<file path="config.mk">
export PLATFORM = sky130hd
export DESIGN_NAME = segment_scan_driver_flat
export DESIGN_NICKNAME = d
export VERILOG_FILES = /design/src/rtl/segment_scan_driver_if.sv /design/src/rtl/segment_scan_driver.sv /design/src/flat_wrapper.sv
export SDC_FILE = /design/constraint.sdc
export NUM_CORES = 1
export LEC_CHECK = 0
export ABC_CLOCK_PERIOD_IN_PS = 4600
export CAP_MARGIN = 40
export CORE_ASPECT_RATIO = 0.7
export CORE_MARGIN = 3
export CORE_UTILIZATION = 50
export CTS_CLUSTER_DIAMETER = 120
export DETAILED_ROUTE_END_ITERATION = 6
export PLACE_DENSITY = 0.82
export SLEW_MARGIN = 20
export SYNTH_ARGS = -nofsm -noshare
export SYNTH_HDL_FRONTEND = slang
export SYNTH_SLANG_ARGS = --single-unit
</file>
<file path="constraint.sdc">
create_clock -name clk -period 4.6 [get_ports clk]
set_clock_uncertainty 0.15 [all_clocks]
set_input_delay 0.92 -clock clk [delete_from_list [all_inputs] [get_ports clk]]
set_output_delay 0.92 -clock clk [all_outputs]
set_load 0.03 [all_outputs]
</file>
<file path="src/rtl/segment_scan_driver_if.sv">
// Avalon-MM register bus for the multiplexed 7-segment scan driver.
// Handshake: a write is taken on every clock edge where avs_write is high;
// a read is taken on every edge where avs_read is high and avs_readdata
// carries the result from the following cycle until the next read.
interface segment_scan_driver_if #(
   parameter int ADDR_W = 4
);
   logic [ADDR_W-1:0] avs_address;
   logic              avs_write;
   logic [31:0]       avs_writedata;
   logic              avs_read;
   logic [31:0]       avs_readdata;

   modport master (
      output avs_address, avs_write, avs_writedata, avs_read,
      input  avs_readdata
   );

   modport slave (
      input  avs_address, avs_write, avs_writedata, avs_read,
      output avs_readdata
   );
endinterface

</file>
<file path="src/rtl/segment_scan_driver.sv">
// N-digit multiplexed 7-segment scan driver with per-digit byte registers,
// optional hex decode, 16-level PWM brightness and anti-ghost blanking.
module segment_scan_driver #(
   parameter int NUM_DIGITS  = 4,
   parameter int ADDR_W      = 4,
   parameter int SCAN_DIV    = 50000,
   parameter int BLANK_CYC   = 64,
   parameter int SEG_ACT_LOW = 1,
   parameter int DIG_ACT_LOW = 0
) (
   input  logic                  clk,
   input  logic                  reset,
   segment_scan_driver_if.slave  avs,
   output logic [7:0]            segment_data,
   output logic [NUM_DIGITS-1:0] digit_en,
   output logic                  frame_tick
);
   localparam int CNT_W = $clog2(SCAN_DIV);
   localparam int IDX_W = (NUM_DIGITS > 1) ? $clog2(NUM_DIGITS) : 1;
   localparam int STEP  = SCAN_DIV / 16;
   localparam logic [CNT_W-1:0]  CNT_LAST  = CNT_W'(SCAN_DIV - 1);
   localparam logic [IDX_W-1:0]  IDX_LAST  = IDX_W'(NUM_DIGITS - 1);
   localparam logic [ADDR_W-1:0] CTRL_ADDR = ADDR_W'(NUM_DIGITS);

   logic [7:0]            r_digit [NUM_DIGITS];
   logic [3:0]            r_bright;
   logic                  r_hex;
   logic                  r_en;
   logic [CNT_W-1:0]      r_cnt;
   logic [IDX_W-1:0]      r_idx;
   logic [7:0]            r_pat;
   logic [7:0]            r_seg;
   logic [NUM_DIGITS-1:0] r_dig;
   logic                  r_frame;
   logic [31:0]           r_readdata;

   logic [7:0]            w_cur_byte;
   logic [7:0]            w_new_pat;
   logic [7:0]            w_pat;
   logic [NUM_DIGITS-1:0] w_onehot;
   logic [31:0]           w_rdata;
   logic [31:0]           w_cnt32;
   logic [31:0]           w_limit;
   logic                  w_on;
   logic                  w_cnt_wrap;
   logic                  w_idx_wrap;

   function automatic logic [6:0] hex7seg(input logic [3:0] v);
      logic [6:0] s;
      case (v)
         4'h0: s = 7'h3F;  4'h1: s = 7'h06;  4'h2: s = 7'h5B;  4'h3: s = 7'h4F;
         4'h4: s = 7'h66;  4'h5: s = 7'h6D;  4'h6: s = 7'h7D;  4'h7: s = 7'h07;
         4'h8: s = 7'h7F;  4'h9: s = 7'h6F;  4'hA: s = 7'h77;  4'hB: s = 7'h7C;
         4'hC: s = 7'h39;  4'hD: s = 7'h5E;  4'hE: s = 7'h79;  default: s = 7'h71;
      endcase
      return s;
   endfunction

   // Register write port: digit bytes and the control word.
   always_ff @(posedge clk or posedge reset) begin
      if (reset) begin
         for (int i = 0; i < NUM_DIGITS; i++) r_digit[i] <= 8'h00;
         r_bright <= 4'hF;
         r_hex    <= 1'b1;
         r_en     <= 1'b1;
      end else if (avs.avs_write) begin
         for (int i = 0; i < NUM_DIGITS; i++) begin
            if (avs.avs_address == ADDR_W'(i)) r_digit[i] <= avs.avs_writedata[7:0];
         end
         if (avs.avs_address == CTRL_ADDR) begin
            r_bright <= avs.avs_writedata[11:8];
            r_hex    <= avs.avs_writedata[1];
            r_en     <= avs.avs_writedata[0];
         end
      end
   end

   // Read mux: unmapped addresses and unused bits return zero.
   always_comb begin
      w_rdata = 32'h0;
      for (int i = 0; i < NUM_DIGITS; i++) begin
         if (avs.avs_address == ADDR_W'(i)) w_rdata = {24'h0, r_digit[i]};
      end
      if (avs.avs_address == CTRL_ADDR) w_rdata = {20'h0, r_bright, 6'h0, r_hex, r_en};
   end

   // Read data register: loads on a read strobe, holds otherwise.
   always_ff @(posedge clk or posedge reset) begin
      if (reset)             r_readdata <= 32'h0;
      else if (avs.avs_read) r_readdata <= w_rdata;
   end

   assign avs.avs_readdata = r_readdata;

   // Slot timing and the on/off decision for the current counter state.
   always_comb begin
      w_cur_byte = 8'h00;
      for (int i = 0; i < NUM_DIGITS; i++) begin
         w_onehot[i] = (r_idx == IDX_W'(i));
         if (r_idx == IDX_W'(i)) w_cur_byte = r_digit[i];
      end
      w_new_pat  = r_hex ? {w_cur_byte[7], hex7seg(w_cur_byte[3:0])} : w_cur_byte;
      // At slot start the fresh pattern is used directly so a zero blanking
      // window still shows the right glyph on the first cycle.
      w_pat      = (r_cnt == '0) ? w_new_pat : r_pat;
      w_cnt32    = 32'(r_cnt);
      w_limit    = (32'(r_bright) + 32'd1) * 32'(STEP);
      w_on       = r_en && (w_cnt32 >= 32'(BLANK_CYC)) &&
                   ((r_bright == 4'hF) || (w_cnt32 < w_limit));
      w_cnt_wrap = (r_cnt == CNT_LAST);
      w_idx_wrap = (r_idx == IDX_LAST);
   end

   // Scan counters and slot pattern latch; they run even while disabled.
   always_ff @(posedge clk or posedge reset) begin
      if (reset) begin
         r_cnt <= '0;
         r_idx <= '0;
         r_pat <= 8'h00;
      end else begin
         if (r_cnt == '0) r_pat <= w_new_pat;
         if (w_cnt_wrap) begin
            r_cnt <= '0;
            r_idx <= w_idx_wrap ? '0 : r_idx + 1'b1;
         end else begin
            r_cnt <= r_cnt + 1'b1;
         end
      end
   end

   // Output registers, one cycle behind the counter state that decides them.
   always_ff @(posedge clk or posedge reset) begin
      if (reset) begin
         r_seg   <= 8'h00;
         r_dig   <= '0;
         r_frame <= 1'b0;
      end else begin
         r_seg   <= w_on ? w_pat : 8'h00;
         r_dig   <= w_on ? w_onehot : '0;
         r_frame <= w_cnt_wrap && w_idx_wrap;
      end
   end

   assign segment_data = (SEG_ACT_LOW != 0) ? ~r_seg : r_seg;
   assign digit_en     = (DIG_ACT_LOW != 0) ? ~r_dig : r_dig;
   assign frame_tick   = r_frame;
endmodule

</file>
<file path="src/flat_wrapper.sv">
// flat-port wrapper written by rule: the top's interface ports become plain ports
module segment_scan_driver_flat 
#(
   parameter int NUM_DIGITS  = 4,
   parameter int ADDR_W      = 4,
   parameter int SCAN_DIV    = 50000,
   parameter int BLANK_CYC   = 64,
   parameter int SEG_ACT_LOW = 1,
   parameter int DIG_ACT_LOW = 0
)
  (clk, reset, segment_data, digit_en, frame_tick, avs_avs_address, avs_avs_write, avs_avs_writedata, avs_avs_read, avs_avs_readdata);
  segment_scan_driver_if #(.ADDR_W(ADDR_W)) avs_i ();
  input  logic clk;
  input  logic reset;
  output logic [7:0] segment_data;
  output logic [NUM_DIGITS-1:0] digit_en;
  output logic frame_tick;
  input wire logic [$bits(avs_i.avs_address)-1:0] avs_avs_address;
  input wire logic [$bits(avs_i.avs_write)-1:0] avs_avs_write;
  input wire logic [$bits(avs_i.avs_writedata)-1:0] avs_avs_writedata;
  input wire logic [$bits(avs_i.avs_read)-1:0] avs_avs_read;
  output wire logic [$bits(avs_i.avs_readdata)-1:0] avs_avs_readdata;
  assign avs_i.avs_address = avs_avs_address;
  assign avs_i.avs_write = avs_avs_write;
  assign avs_i.avs_writedata = avs_avs_writedata;
  assign avs_i.avs_read = avs_avs_read;
  assign avs_avs_readdata = avs_i.avs_readdata;
  segment_scan_driver #(.NUM_DIGITS(NUM_DIGITS), .ADDR_W(ADDR_W), .SCAN_DIV(SCAN_DIV), .BLANK_CYC(BLANK_CYC), .SEG_ACT_LOW(SEG_ACT_LOW), .DIG_ACT_LOW(DIG_ACT_LOW)) u_core (.clk(clk), .reset(reset), .avs(avs_i), .segment_data(segment_data), .digit_en(digit_en), .frame_tick(frame_tick));
endmodule
</file>
==> results of run 1 <==
-- routing by layer --
metal / global-route usage, % / wire length [um] / vias to the layer above
met3: 5.75 / 1270 / 22
met4: 6.42 / 246 / 0
met5: 0 / 0 / -
met2: 37.3 / 7010 / 230
li1: - / - / 2097
met1: 31.2 / 6280 / 2263
-- what timing repair did --
| action | 4_1_cts | 5_1_grt |
|---|---|---|
| hold endpoints to repair | 0 | 0 |
| setup endpoints to repair | 12 | 12 |
| buffers inserted | 2 | 3 |
| cloned | 1 | 0 |
| gates resized for setup | 29 | 22 |
| pin swaps | 18 | 17 |
-- synthesized netlist by cell type (5+ instances only) --
master	n	area [um2]
a211oi_1	5	37.5
a21oi_1	22	110
and3_1	5	31.3
buf_4	20	150
clkbuf_1	10	37.5
dfrtp_1	83	2080
dfstp_2	6	158
ha_1	58	726
inv_1	44	165
mux2_2	38	428
mux4_2	8	180
nand2_1	35	131
nand3_1	26	130
nand3b_1	5	37.5
nor2_1	42	158
nor2b_1	7	43.8
nor3_1	5	25.0
o21ai_0	27	135
o31ai_1	5	37.5
xnor2_1	12	105
xor2_1	18	158
-- placed cells by master (no fill, tap or decap), types with 4 or more instances in the layout --
cell	n
a211oi_1	4
a21oi_1	20
a221oi_1	4
and3_1	4
buf_4	38
buf_6	4
clkbuf_16	9
clkdlybuf4s50_1	44
conb_1	20
dfrtp_1	83
dfstp_2	6
ha_1	48
ha_4	9
inv_1	43
mux2_2	38
mux4_2	8
nand2_1	33
nand3_1	25
nand3b_1	5
nor2_1	37
nor2_4	5
nor2b_1	5
nor3_1	5
o21a_1	4
o21ai_0	23
xnor2_1	10
xor2_1	16
-- critical path: cells and delay by family (launching register included) --
kind / cells / cell delay (ps)
AOI/OAI and AO/OA: 9 / 1550
buffers and inverters: 1 / 160
and+or+nand+nor: 3 / 700
DFF: 1 / 600
xor gates and xnor gates: 2 / 340
adders and majority gates: 6 / 1240
-- worst min path at each step --
stage                          startpoint               to  slack (ps)
after floorplan           u_core.r_pat[2]  u_core.r_pat[2]         280
after global placement    u_core.r_pat[2]  u_core.r_pat[2]         300
after detailed placement  u_core.r_pat[2]  u_core.r_pat[2]         310
after CTS                 u_core.r_pat[2]  u_core.r_pat[2]         330
after global routing      u_core.r_pat[2]  u_core.r_pat[2]         350
final                     u_core.r_pat[2]  u_core.r_pat[2]         320
-- logic make-up (layout without fill, tap and decap cells) --
family                   count (synthesis)  in the layout  synth area share, %
AO/OA/AOI/OAI                           98             98                 11.2
XOR/XNOR                                30             30                 4.61
adder cells (fa/ha/maj)                 59             59                 13.1
buffers and inverters                   81            150                 7.28
flip-flops                              89             89                 39.2
multiplexers                            49             49                 11.2
other                                    1             20               0.0657
AND/OR/NAND/NOR                        150            150                 13.4
-- stage by stage --
step | instance area [um2] | TNS (ps) | util, % | worst slack [ps]
2_1_floorplan | 5860 | 0 | - | 0.620
3_3_place_gp | 6520 | -2430 | 60.7 | -280
3_5_place_dp | 6520 | -3090 | 60.7 | -335
4_1_cts | 6970 | -1180 | 64.9 | -148
5_1_grt | 7160 | -4240 | 66.6 | -399
6_report | 7160 | -2160 | 66.6 | -222
-- cell type report --
type                       count  area (um2)  share of cell area [%]
clock buffer                  14         274                    3.83
tap                          148         185                    2.59
inverter                      44         166                    2.32
clock inverter                 2        35.0                   0.489
multi-input combinational    406        3450                    48.2
sequential                    89        2230                    31.2
timing repair buffer          90         816                    11.4
-- state kept, by name (all words and copies together) (netlist names) --
signal                   count
u_core.avs.avs_readdata     12
u_core.digit_en              4
u_core.frame_tick            1
u_core.r_bright              4
u_core.r_cnt                16
u_core.r_digit              32
u_core.r_en                  1
u_core.r_hex                 1
u_core.r_idx                 2
u_core.r_pat                 8
u_core.r_seg                 8
-- where the power goes --
group          switching (mW)  leakage, nW  internal, mW
sequential             0.0841         1.15         0.880
clock                   0.289        0.153         0.465
combinational           0.900         1.95         0.901
==> results.txt, run 1 <==
status = finished with violations
failing checks = negative setup slack
critical path capture point type = flip-flop
Required @ worst endpoint = 4710 ps
first-pass GRT wire length = 23000 um
leakage power = 3.25 nW
Slew Viols, Final = 0
CP max stage cell = dfstp_2
drt wl/cell = 18.7 um
most used cell, CP = ha_4
slowest cell delay on critical path = 600 ps
arrival time at the worst endpoint = 4930 ps
port buffer count = 44
worst-path maximum fanout = 6
fmax = 207 MHz
Post-synth EDFFs = 0
worst IR drop on VDD = 0.252 mV
final hold slack = 322 ps
number of remaining DRC errors = 0
Reg-to-Reg End = u_core.r_seg[0]
GPL Wtd Cong = 0.895
post-synthesis async set-or-reset flop share = 100%
worst slew pin tran = 844 ps
WHS Path Cells = 2
Sink Count = 89
total CTS buffers = 9
CTS H-tree lvls = 3
Seq cells post-synth = 89
minimum clock period = 4820 ps
reg-to-reg startpoint = u_core.r_bright[1]
Fillers = 781
Post-CTS Hold Fix Bufs = 0
synthesized area = 5700 um2
Clock Path Buffers = 2
maximum number of pins on one net before global-route repair = 40
Crit Path Class = flip-flop to flip-flop
Placed Cells = 768
Rows = 31
CTS root buf = clkbuf_16
placed wire-length estimate = 10400 um
Total Routing Usage GR = 23.0%
CP Cell Sequence = ha_4, and3_4, ha_4, xor2_4, ha_4, ha_4, ha_4, or3_4, o221a_4, o211ai_1, a21boi_1, o21ai_1, xor2_1, ha_1, nand2_1, o21ai_2, o21bai_4, o31ai_2, o21ai_2, buf_6, a31oi_1
number of global-route vias before repair = 4587
Area Growth Syn to Fin = 25.5%
crit path to = u_core.r_seg[0]
Setup-failing EPs final = 12
drt first-iter violations = 382
unrepaired setup endpoints after global routing = yes
Nets = 739
GR Overflow Total = 0
vias per cell = 5.82
Die ar. = 12700 um2
Pwr Density = 492 nW/um2
HP Class = flip-flop to flip-flop
R2R cell count = 21
slew margin rel. = 43.5%
Synth warnings = 0
total power = 3.52 mW
R2R Setup Slk = -220 ps
CP Launch Type = flip-flop
Synth cell types = 65
Clock Latency Late Sink = 340 ps
I/O Pins = 85
cells after synthesis = 557
maxcap violations = 0
Initial Utilization = 53.1%
Fin. Hold Viols = 0
antenna violations before repair = 0
Non-Filler Instances = 793
crit path from = u_core.r_bright[1]
share of layout cells above drive strength 1 = 24.8%
Routed Antenna Nets = 0
Most used DFF post-synth = dfrtp_1
n_diodes = 0
Worst-path clk slew = 60 ps
setup ws final = -222 ps
Total Wirelength = 14800 um
Die W = 134 um
Tcrit/Tclk final = 105%
DRT Pass-1 Iters = 5
TritonCTS clock tree = built
Die Y = 95.4 um
Mapped Avg Cell Area = 10.2 um2
core footprint = 10700 um2
sequential fraction of the synthesis area = 39.2%
vias = 4612
(Power assumes the default switching activity.)
==> run 2, diff against run 1 <==
--- a/config.mk
+++ b/config.mk
@@ -6,7 +6,7 @@
 export NUM_CORES = 1
 export LEC_CHECK = 0
 export ABC_CLOCK_PERIOD_IN_PS = 4600
-export CAP_MARGIN = 40
+export CAP_MARGIN = 10
 export CORE_ASPECT_RATIO = 0.7
 export CORE_MARGIN = 3
 export CORE_UTILIZATION = 50
==> run 2 against run 1 <==
  * The run still ends with negative setup slack left
  * Clock power is essentially flat
  * Die area is the same
  * Final cell count shrank 0.50%
  * Core utilization shrank 0.47 points
  * Hold slack lost 1.2 ps
  * First-iteration DRC count shrank 8.1%
  * Non-clock buffer count shrank 4
==> results.txt, run 2 (synthesis results as in run 1) <==
hold wc startpoint = u_core.r_pat[2]
highest-count cells in the layout ignoring fill and taps = dfrtp_1 (83), ha_1 (48), clkdlybuf4s50_1 (44)
Setup TNS = -2120 ps
Clock Path Buffers = 2
Logic pwr share = 51.1%
WHS Path Cells = 2
R2R cell count = 21
Slew Viols, Final = 0
Seq pwr share = 27.5%
Net Sw Frac = 36.1%
first-pass GRT wire length = 23000 um
worst slew pin tran = 952 ps
Area Growth Syn to Fin = 24.7%
minimum clock period = 4830 ps
CTS root buf = clkbuf_16
core footprint = 10700 um2
HP Class = flip-flop to flip-flop
Internal = 2.24 mW
unrepaired setup endpoints after global routing = yes
failing checks = negative setup slack
Die Y = 95.4 um
GPL Wtd Cong = 0.895
utilization after layout = 66.2%
total CTS buffers = 9
n_diodes = 0
clock power share = 21.4%
R2R Setup Slk = -230 ps
vias per cell = 5.78
Required @ worst endpoint = 4710 ps
fmax = 207 MHz
worst-path maximum fanout = 6
I/O Pins = 85
Setup-failing EPs final = 12
Worst-path clk slew = 60 ps
Total Routing Usage GR = 23.0%
GR Overflow Total = 0
Routed Antenna Nets = 0
critical path capture point type = flip-flop
P_sw = 1.26 mW
leakage power = 3.23 nW
reg-to-reg startpoint = u_core.r_bright[1]
Clock Latency Late Sink = 340 ps
DRT Pass-1 Iters = 5
Fin. Hold Viols = 0
Initial Utilization = 53.1%
setup ws final = -230 ps
Hold Path Sink = u_core.r_pat[2]
number of remaining DRC errors = 0
Tcrit/Tclk final = 105%
placed wire-length estimate = 10400 um
slew margin rel. = 36.0%
worst IR drop on VDD = 0.253 mV
maximum number of pins on one net before global-route repair = 40
Total Wirelength = 14600 um
status = finished with violations
CTS H-tree lvls = 3
vias = 4561
Reg-to-Reg End = u_core.r_seg[0]
maxcap violations = 0
TritonCTS clock tree = built
Pwr Density = 493 nW/um2
Die ar. = 12700 um2
Die W = 134 um
arrival time at the worst endpoint = 4940 ps
number of global-route vias before repair = 4587
most flop-heavy register = u_core.r_digit
drt wl/cell = 18.5 um
drt first-iter violations = 351
Nets = 735
CP Launch Type = flip-flop
Rows = 31
port buffer count = 44
Post-CTS Hold Fix Bufs = 0
Crit Path Class = flip-flop to flip-flop
max reg flops = 32
commonest non-fill, non-tap cell in the layout = dfrtp_1
Sink Count = 89
share of layout cells above drive strength 1 = 24.2%
antenna violations before repair = 0
==> run 2: final cells by class <==
type	instances	area, um2
clock inverter	2	35.0
inverter	44	166
tap	148	185
fill	793	3630
timing repair buffer	86	783
multi-input combinational	406	3430
sequential	89	2230
clock buffer	14	274
==> run 2: repair_timing <==
| item | in CTS | in global routing |
|---|---|---|
| pin swaps | 18 | 17 |
| resized for setup | 29 | 18 |
| buffers inserted | 2 | 3 |
| cloned | 1 | 0 |
| setup endpoints to repair | 12 | 12 |
| endpoints found under the hold margin | 0 | 0 |
==> run 2: how the worst max path moves through the flow <==
stage / from / endpoint / slack [ps] / depth (start not counted)
2_1_floorplan: u_core.r_bright[0] / u_core.r_seg[1] / 0.6 / 22
3_3_place_gp: u_core.r_bright[1] / u_core.r_seg[1] / -280 / 21
3_5_place_dp: u_core.r_bright[1] / u_core.r_seg[1] / -330 / 21
4_1_cts: u_core.r_bright[1] / u_core.r_seg[0] / -150 / 21
5_1_grt: u_core.r_bright[1] / u_core.r_seg[0] / -400 / 21
6_report: u_core.r_bright[1] / u_core.r_seg[0] / -230 / 21
==> run 2: stage by stage <==
| stage | instances | power [mW] | worst slack, ps | hold slack [ps] | area (um2) |
|---|---|---|---|---|---|
| floorplan | 576 | 2.01 | 0.620 | 283 | 5860 |
| global placement | 768 | 2.40 | -280 | 299 | 6520 |
| detailed placement | 768 | 2.49 | -335 | 308 | 6520 |
| CTS | 786 | 3.38 | -148 | 327 | 6970 |
| global route | 789 | 3.73 | -399 | 353 | 7110 |
| finish | 789 | 3.51 | -230 | 320 | 7110 |
==> run 2: routing by layer <==
| layer | GRT usage [%] | vias to the layer above | share of wire, % |
|---|---|---|---|
| li1 | - | 2090 | - |
| met1 | 31.2 | 2229 | 43 |
| met3 | 5.75 | 24 | 8.6 |
| met2 | 37.3 | 218 | 47 |
| met5 | 0 | - | 0 |
| met4 | 6.42 | 0 | 1.8 |
==> run 2: power groups by stage <==
stage	registers, mW	clock network [mW]	logic [mW]
global route	0.975	0.794	1.96
finish	0.964	0.751	1.79
CTS	0.960	0.761	1.66
global placement	0.962	0	1.44
floorplan	0.964	0	1.04
detailed placement	0.972	0	1.52
==> run 2: worst max-delay path, stage by stage, from the launching register on <==
cell and delay, ps:
dfstp_2 600, ha_4 190, and3_4 210, ha_4 170, xor2_4 170, ha_4 230, ha_4 240, ha_4 160
or3_4 400, o221a_4 240, o211ai_1 240, a21boi_1 100, o21ai_1 190, xor2_1 170, ha_1 260, nand2_1 90
o21ai_2 80, o21bai_4 170, o31ai_2 250, o21ai_2 120, buf_6 160, a31oi_1 150
==> run 3, diff against run 2 <==
--- a/config.mk
+++ b/config.mk
@@ -8,7 +8,7 @@
 export ABC_CLOCK_PERIOD_IN_PS = 4600
 export CAP_MARGIN = 10
 export CORE_ASPECT_RATIO = 0.7
-export CORE_MARGIN = 3
+export CORE_MARGIN = 2
 export CORE_UTILIZATION = 50
 export CTS_CLUSTER_DIAMETER = 120
 export DETAILED_ROUTE_END_ITERATION = 6
==> run 3 against run 2 <==
  * The flow still finishes with violations (negative setup slack)
  * Final cell count up 0.89%
  * Hold slack better by 3.6 ps
  * Routed wire length is 1.2% lower
  * Critical path depth up 1
  * Clock-buffer cell count fell by 2
  * Core utilization is 1.9 points lower
  * Combinational power barely moved
  * Clock power shrank 4.9%
  * First-iteration DRC count grew 9.1%
  * Total power down 0.88%
  * Largest power group unchanged
==> results.txt, run 3 (synthesis results as in run 1) <==
Fin. Hold Viols = 0
TritonCTS clock tree = built
Net Sw Frac = 36.5%
R2R cell count = 22
commonest non-fill, non-tap cell in the layout = dfrtp_1
clock power share = 20.5%
Total Wirelength = 14400 um
P_sw = 1.27 mW
max reg flops = 32
Post-CTS Hold Fix Bufs = 0
drt wl/cell = 18.1 um
Area Growth Syn to Fin = 24.5%
vias = 4525
critical path capture point type = flip-flop
Setup-failing EPs final = 12
DRT Pass-1 Iters = 5
Die W = 132 um
maximum number of pins on one net before global-route repair = 36
minimum clock period = 4900 ps
Reg-to-Reg End = u_core.r_seg[2]
Clock Latency Late Sink = 340 ps
worst-path maximum fanout = 6
GR Overflow Total = 0
leakage power = 3.21 nW
crit path from = u_core.r_bright[0]
Routed Antenna Nets = 0
pre-CTS setup slack = -542 ps
worst slew pin tran = 942 ps
status = finished with violations
unrepaired setup endpoints after global routing = yes
Nets = 737
Seq pwr share = 27.8%
slowest cell delay on critical path = 600 ps
highest-count cells in the layout ignoring fill and taps = dfrtp_1 (83), ha_1 (47), clkdlybuf4s50_1 (44)
Tcrit/Tclk final = 106%
Die ar. = 12300 um2
Initial Utilization = 51.6%
number of global-route vias before repair = 4576
share of layout cells above drive strength 1 = 23.5%
Die Y = 93.4 um
GPL Wtd Cong = 0.869
CP max stage cell = dfstp_2
Logic pwr share = 51.6%
Pwr Density = 489 nW/um2
worst IR drop on VDD = 0.251 mV
utilization after layout = 64.3%
CTS root buf = clkbuf_16
arrival time at the worst endpoint = 4940 ps
placed wire-length estimate = 10100 um
fmax = 204 MHz
maxcap violations = 0
reg-to-reg startpoint = u_core.r_bright[0]
CP Launch Type = flip-flop
Setup TNS = -3280 ps
antenna violations before repair = 0
Total Routing Usage GR = 23.9%
Required @ worst endpoint = 4640 ps
CP Cell Sequence = ha_4, and3_4, ha_4, xor2_2, ha_1, ha_4, ha_4, a211o_1, a21o_1, buf_4, nor2_1, o21bai_1, a21oi_1, xor2_1, ha_1, and4_1, nand2_2, o21bai_1, o31ai_4, o21ai_4, buf_12, a21oi_1
total power = 3.48 mW
Crit Path Class = flip-flop to flip-flop
Internal = 2.21 mW
most used cell, CP = ha_4
CTS H-tree lvls = 3
Worst-path clk slew = 60 ps
slew margin rel. = 36.7%
setup ws final = -297 ps
R2R Setup Slk = -300 ps
n_diodes = 0
core footprint = 11100 um2
total CTS buffers = 9
most flop-heavy register = u_core.r_digit
Slew Viols, Final = 0
HP Class = flip-flop to flip-flop
failing checks = negative setup slack
number of remaining DRC errors = 0
first-pass GRT wire length = 23000 um
vias per cell = 5.68
I/O Pins = 85
Rows = 32
Sink Count = 89
drt first-iter violations = 383
crit path to = u_core.r_seg[2]
Clock Path Buffers = 2
port buffer count = 44
-- run 3: critical path: cells and delay by family (launching register included) --
| family | cells | cell delay, ps |
|---|---|---|
| adder cells (fa/ha/maj) | 6 | 1400 |
| XOR/XNOR | 2 | 250 |
| AND/OR/NAND/NOR | 4 | 650 |
| flip-flops | 1 | 600 |
| buffers and inverters | 2 | 310 |
| AO/OA/AOI/OAI | 8 | 1350 |
-- run 3: how the worst min path moves through the flow --
stage / startpoint / to / depth (start not counted)
floorplan: u_core.r_pat[2] / u_core.r_pat[2] / 2
global placement: u_core.r_pat[2] / u_core.r_pat[2] / 2
detailed placement: u_core.r_pat[2] / u_core.r_pat[2] / 2
CTS: u_core.r_pat[2] / u_core.r_pat[2] / 2
global route: u_core.r_pat[5] / u_core.r_pat[5] / 2
finish: u_core.r_pat[2] / u_core.r_pat[2] / 2
-- run 3: repair_timing --
| action | CTS | global route |
|---|---|---|
| pin swaps | 12 | 13 |
| resized for setup | 16 | 19 |
| gates cloned | 0 | 1 |
| endpoints found under the setup margin | 12 | 12 |
| buffers inserted | 4 | 3 |
-- run 3: power by group through the flow --
stage	registers, mW	clock network, mW	logic [mW]
floorplan	0.964	0	1.04
global placement	0.962	0	1.43
detailed placement	0.972	0	1.52
CTS	0.959	0.722	1.61
global route	0.978	0.749	1.97
finish	0.967	0.714	1.79
-- run 3: per-stage QoR --
step	instance area, um2	instances	hold WS, ps
2_1_floorplan	5860	576	283
3_3_place_gp	6540	773	297
3_5_place_dp	6540	773	311
4_1_cts	6920	793	324
5_1_grt	7100	796	345
6_report	7100	796	324
-- run 3: layout make-up --
cell class                      count  area [um2]
Fill cell                         788        3950
Multi-Input combinational cell    406        3420
Sequential cell                    89        2230
Timing Repair Buffer               88         805
Clock buffer                       12         236
Tap cell                          153         191
Inverter                           44         166
Clock inverter                      4        45.0
-- run 3: metal layers --
layer  routed length, um  global-route usage (%)  share of wire [%]
met5                   0                       0                  0
met4                 218                    7.16                1.5
met2                6720                    38.6                 47
met3                1180                    6.40                8.2
met1                6290                    32.0                 44
==> variant (config.mk and constraints of run 2) <==
`BLANK_CYC` is set to 64 in 2 places; all go to 32.
--- a/src/rtl/segment_scan_driver.sv
+++ b/src/rtl/segment_scan_driver.sv
@@ -5,5 +5,5 @@
    parameter int ADDR_W      = 4,
    parameter int SCAN_DIV    = 50000,
-   parameter int BLANK_CYC   = 64,
+   parameter int BLANK_CYC   = 32,
    parameter int SEG_ACT_LOW = 1,
    parameter int DIG_ACT_LOW = 0
--- a/src/flat_wrapper.sv
+++ b/src/flat_wrapper.sv
@@ -5,5 +5,5 @@
    parameter int ADDR_W      = 4,
    parameter int SCAN_DIV    = 50000,
-   parameter int BLANK_CYC   = 64,
+   parameter int BLANK_CYC   = 32,
    parameter int SEG_ACT_LOW = 1,
    parameter int DIG_ACT_LOW = 0
Function: same outputs for any inputs over 4 cycles, from zero or initial values and one cycle with reset high; that may be too few to reach the edited logic, so the function may still have changed.
==> variant against run 2 <==
- the flow still finishes with violations (setup timing)
- sequential cell count is the same
- via count decreased by 0.50%
- clock power down 8.0%
- setup slack gained 0.078 ns
- routed wire length up 0.38%
- final area down 1.5%
- synthesized area down 1.1%
- power rose by 0.13%
- critical path depth is 1 higher
==> variant: results (changes against run 2) <==
Layout
  – Share of layout cells above drive strength 1: 24.0% (was 24.2%)
  – Multi-input gate area in the final layout: 3460 um^2 (was 3430 um^2)
  – Fraction of area in registers: 31.9% (was 31.4%)
  – Fill cell total of the finished layout: 768 (was 793)
  – Number of clock buffers in the layout: 9 (was 14)
  – Fraction of area in clock buffers and inverters: 3.89% (was 4.35%)
  – Nets@finish: 719 (was 735)

Global routing
  – Met3 usage in global routing: 4.95% (was 5.75%)
  – Largest net degree at the start of global routing: 57 (was 40)
  – Met2 track utilization from global routing: 37.1% (was 37.3%)
  – GR met1 Demand/Resource: 32.2% (was 31.2%)
  – All-Layer GR Usage: 23.2% (was 23.0%)

Routing
  – Router iterations before antenna repair: 6 (was 5)
  – Routed via count: 4538 (was 4561)
  – Wire length on met2: 6840 um (about the same)
  – First-iteration detailed-routing DRC count: 539 (was 351)

Synth
  – Multiplexer share of the synthesized area: 11.4% (was 11.2%)
  – Adder-Cell Fraction of Synth Area: 13.2% (was 13.1%)
  – Top area cells in the synthesized netlist: dfrtp_1 (37%), ha_1 (13%), mux2_2 (8.0%), mux4_2 (3.2%), inv_1 (2.9%) (was dfrtp_1 (36%), ha_1 (13%), mux2_2 (7.5%), mux4_2 (3.2%), inv_1 (2.9%))
  – Post-synthesis compound-gate area fraction: 11.0% (was 11.2%)

STA
  – Setup slack after layout: -0.152 ns (was -0.230 ns)
  – Final Setup Violations: 12 (unchanged)

Critical path
  – WP data arrival: 4.83 ns (was 4.94 ns)
  – Cell family contributing the most delay on the critical path: adder cells (was compound AO/OA/AOI/OAI gates)

Pwr
  – Static power due to leakage: 3.07 nW (was 3.23 nW)
  – Worst-case vdd ir drop: 0.364 mV (was 0.253 mV)

Outcome
  – Failing checks: setup timing (unchanged)
  – Status: complete, but fails checks (unchanged)

Floorplan
  – Overall die width: 133 um (was 134 um)

CTS
  – Count of cells resized by post-cts repair: 53 (was 29)

Place
  – Placed Area: 6260 um^2 (was 6520 um^2)
-- variant: through the flow --
step	util, %	instances	setup slack, ns	hold slack (ns)
2_1_floorplan	-	574	0.0318	0.288
3_3_place_gp	58.7	746	-0.0124	0.308
3_5_place_dp	58.7	746	-0.273	0.319
4_1_cts	64.6	768	-0.0357	0.333
5_1_grt	65.7	770	-0.278	0.348
6_report	65.7	770	-0.152	0.327
-- variant: power groups by stage --
stage / Clock [mW] / Sequential, mW / Combinational, mW
global placement: 0 / 0.966 / 1.28
global route: 0.738 / 0.978 / 2.01
floorplan: 0 / 0.966 / 0.972
finish: 0.691 / 0.969 / 1.85
CTS: 0.703 / 0.965 / 1.70
detailed placement: 0 / 0.977 / 1.35
-- variant: cell families after synthesis --
group                      after synthesis
muxes                                   49
other                                    1
AOI/OAI and AO/OA                       97
buffers and inverters                   83
adders and majority gates               59
DFF                                     89
and+or+nand+nor                        149
xor gates and xnor gates                28
-- variant: worst paths after layout --
path | start | endpoint | slack, ns | cells after the start
setup / recovery | u_core.r_bright[1]$_DFFE_PP1P_ | u_core.r_seg[4]$_DFF_PP0_ | -0.15 | 22
setup reg to reg | u_core.r_bright[1]$_DFFE_PP1P_ | u_core.r_seg[4]$_DFF_PP0_ | -0.15 | 22
max in group asynchronous | reset | u_core.r_en$_DFFE_PP1P_ | 2.51 | 3
hold reg to reg | u_core.r_pat[1]$_DFF_PP0_ | u_core.r_pat[1]$_DFF_PP0_ | 0.33 | 2
hold / removal | u_core.r_pat[1]$_DFF_PP0_ | u_core.r_pat[1]$_DFF_PP0_ | 0.33 | 2
min in group asynchronous | reset | u_core.avs.avs_readdata[4]$_DFFE_PP0P_ | 0.94 | 2
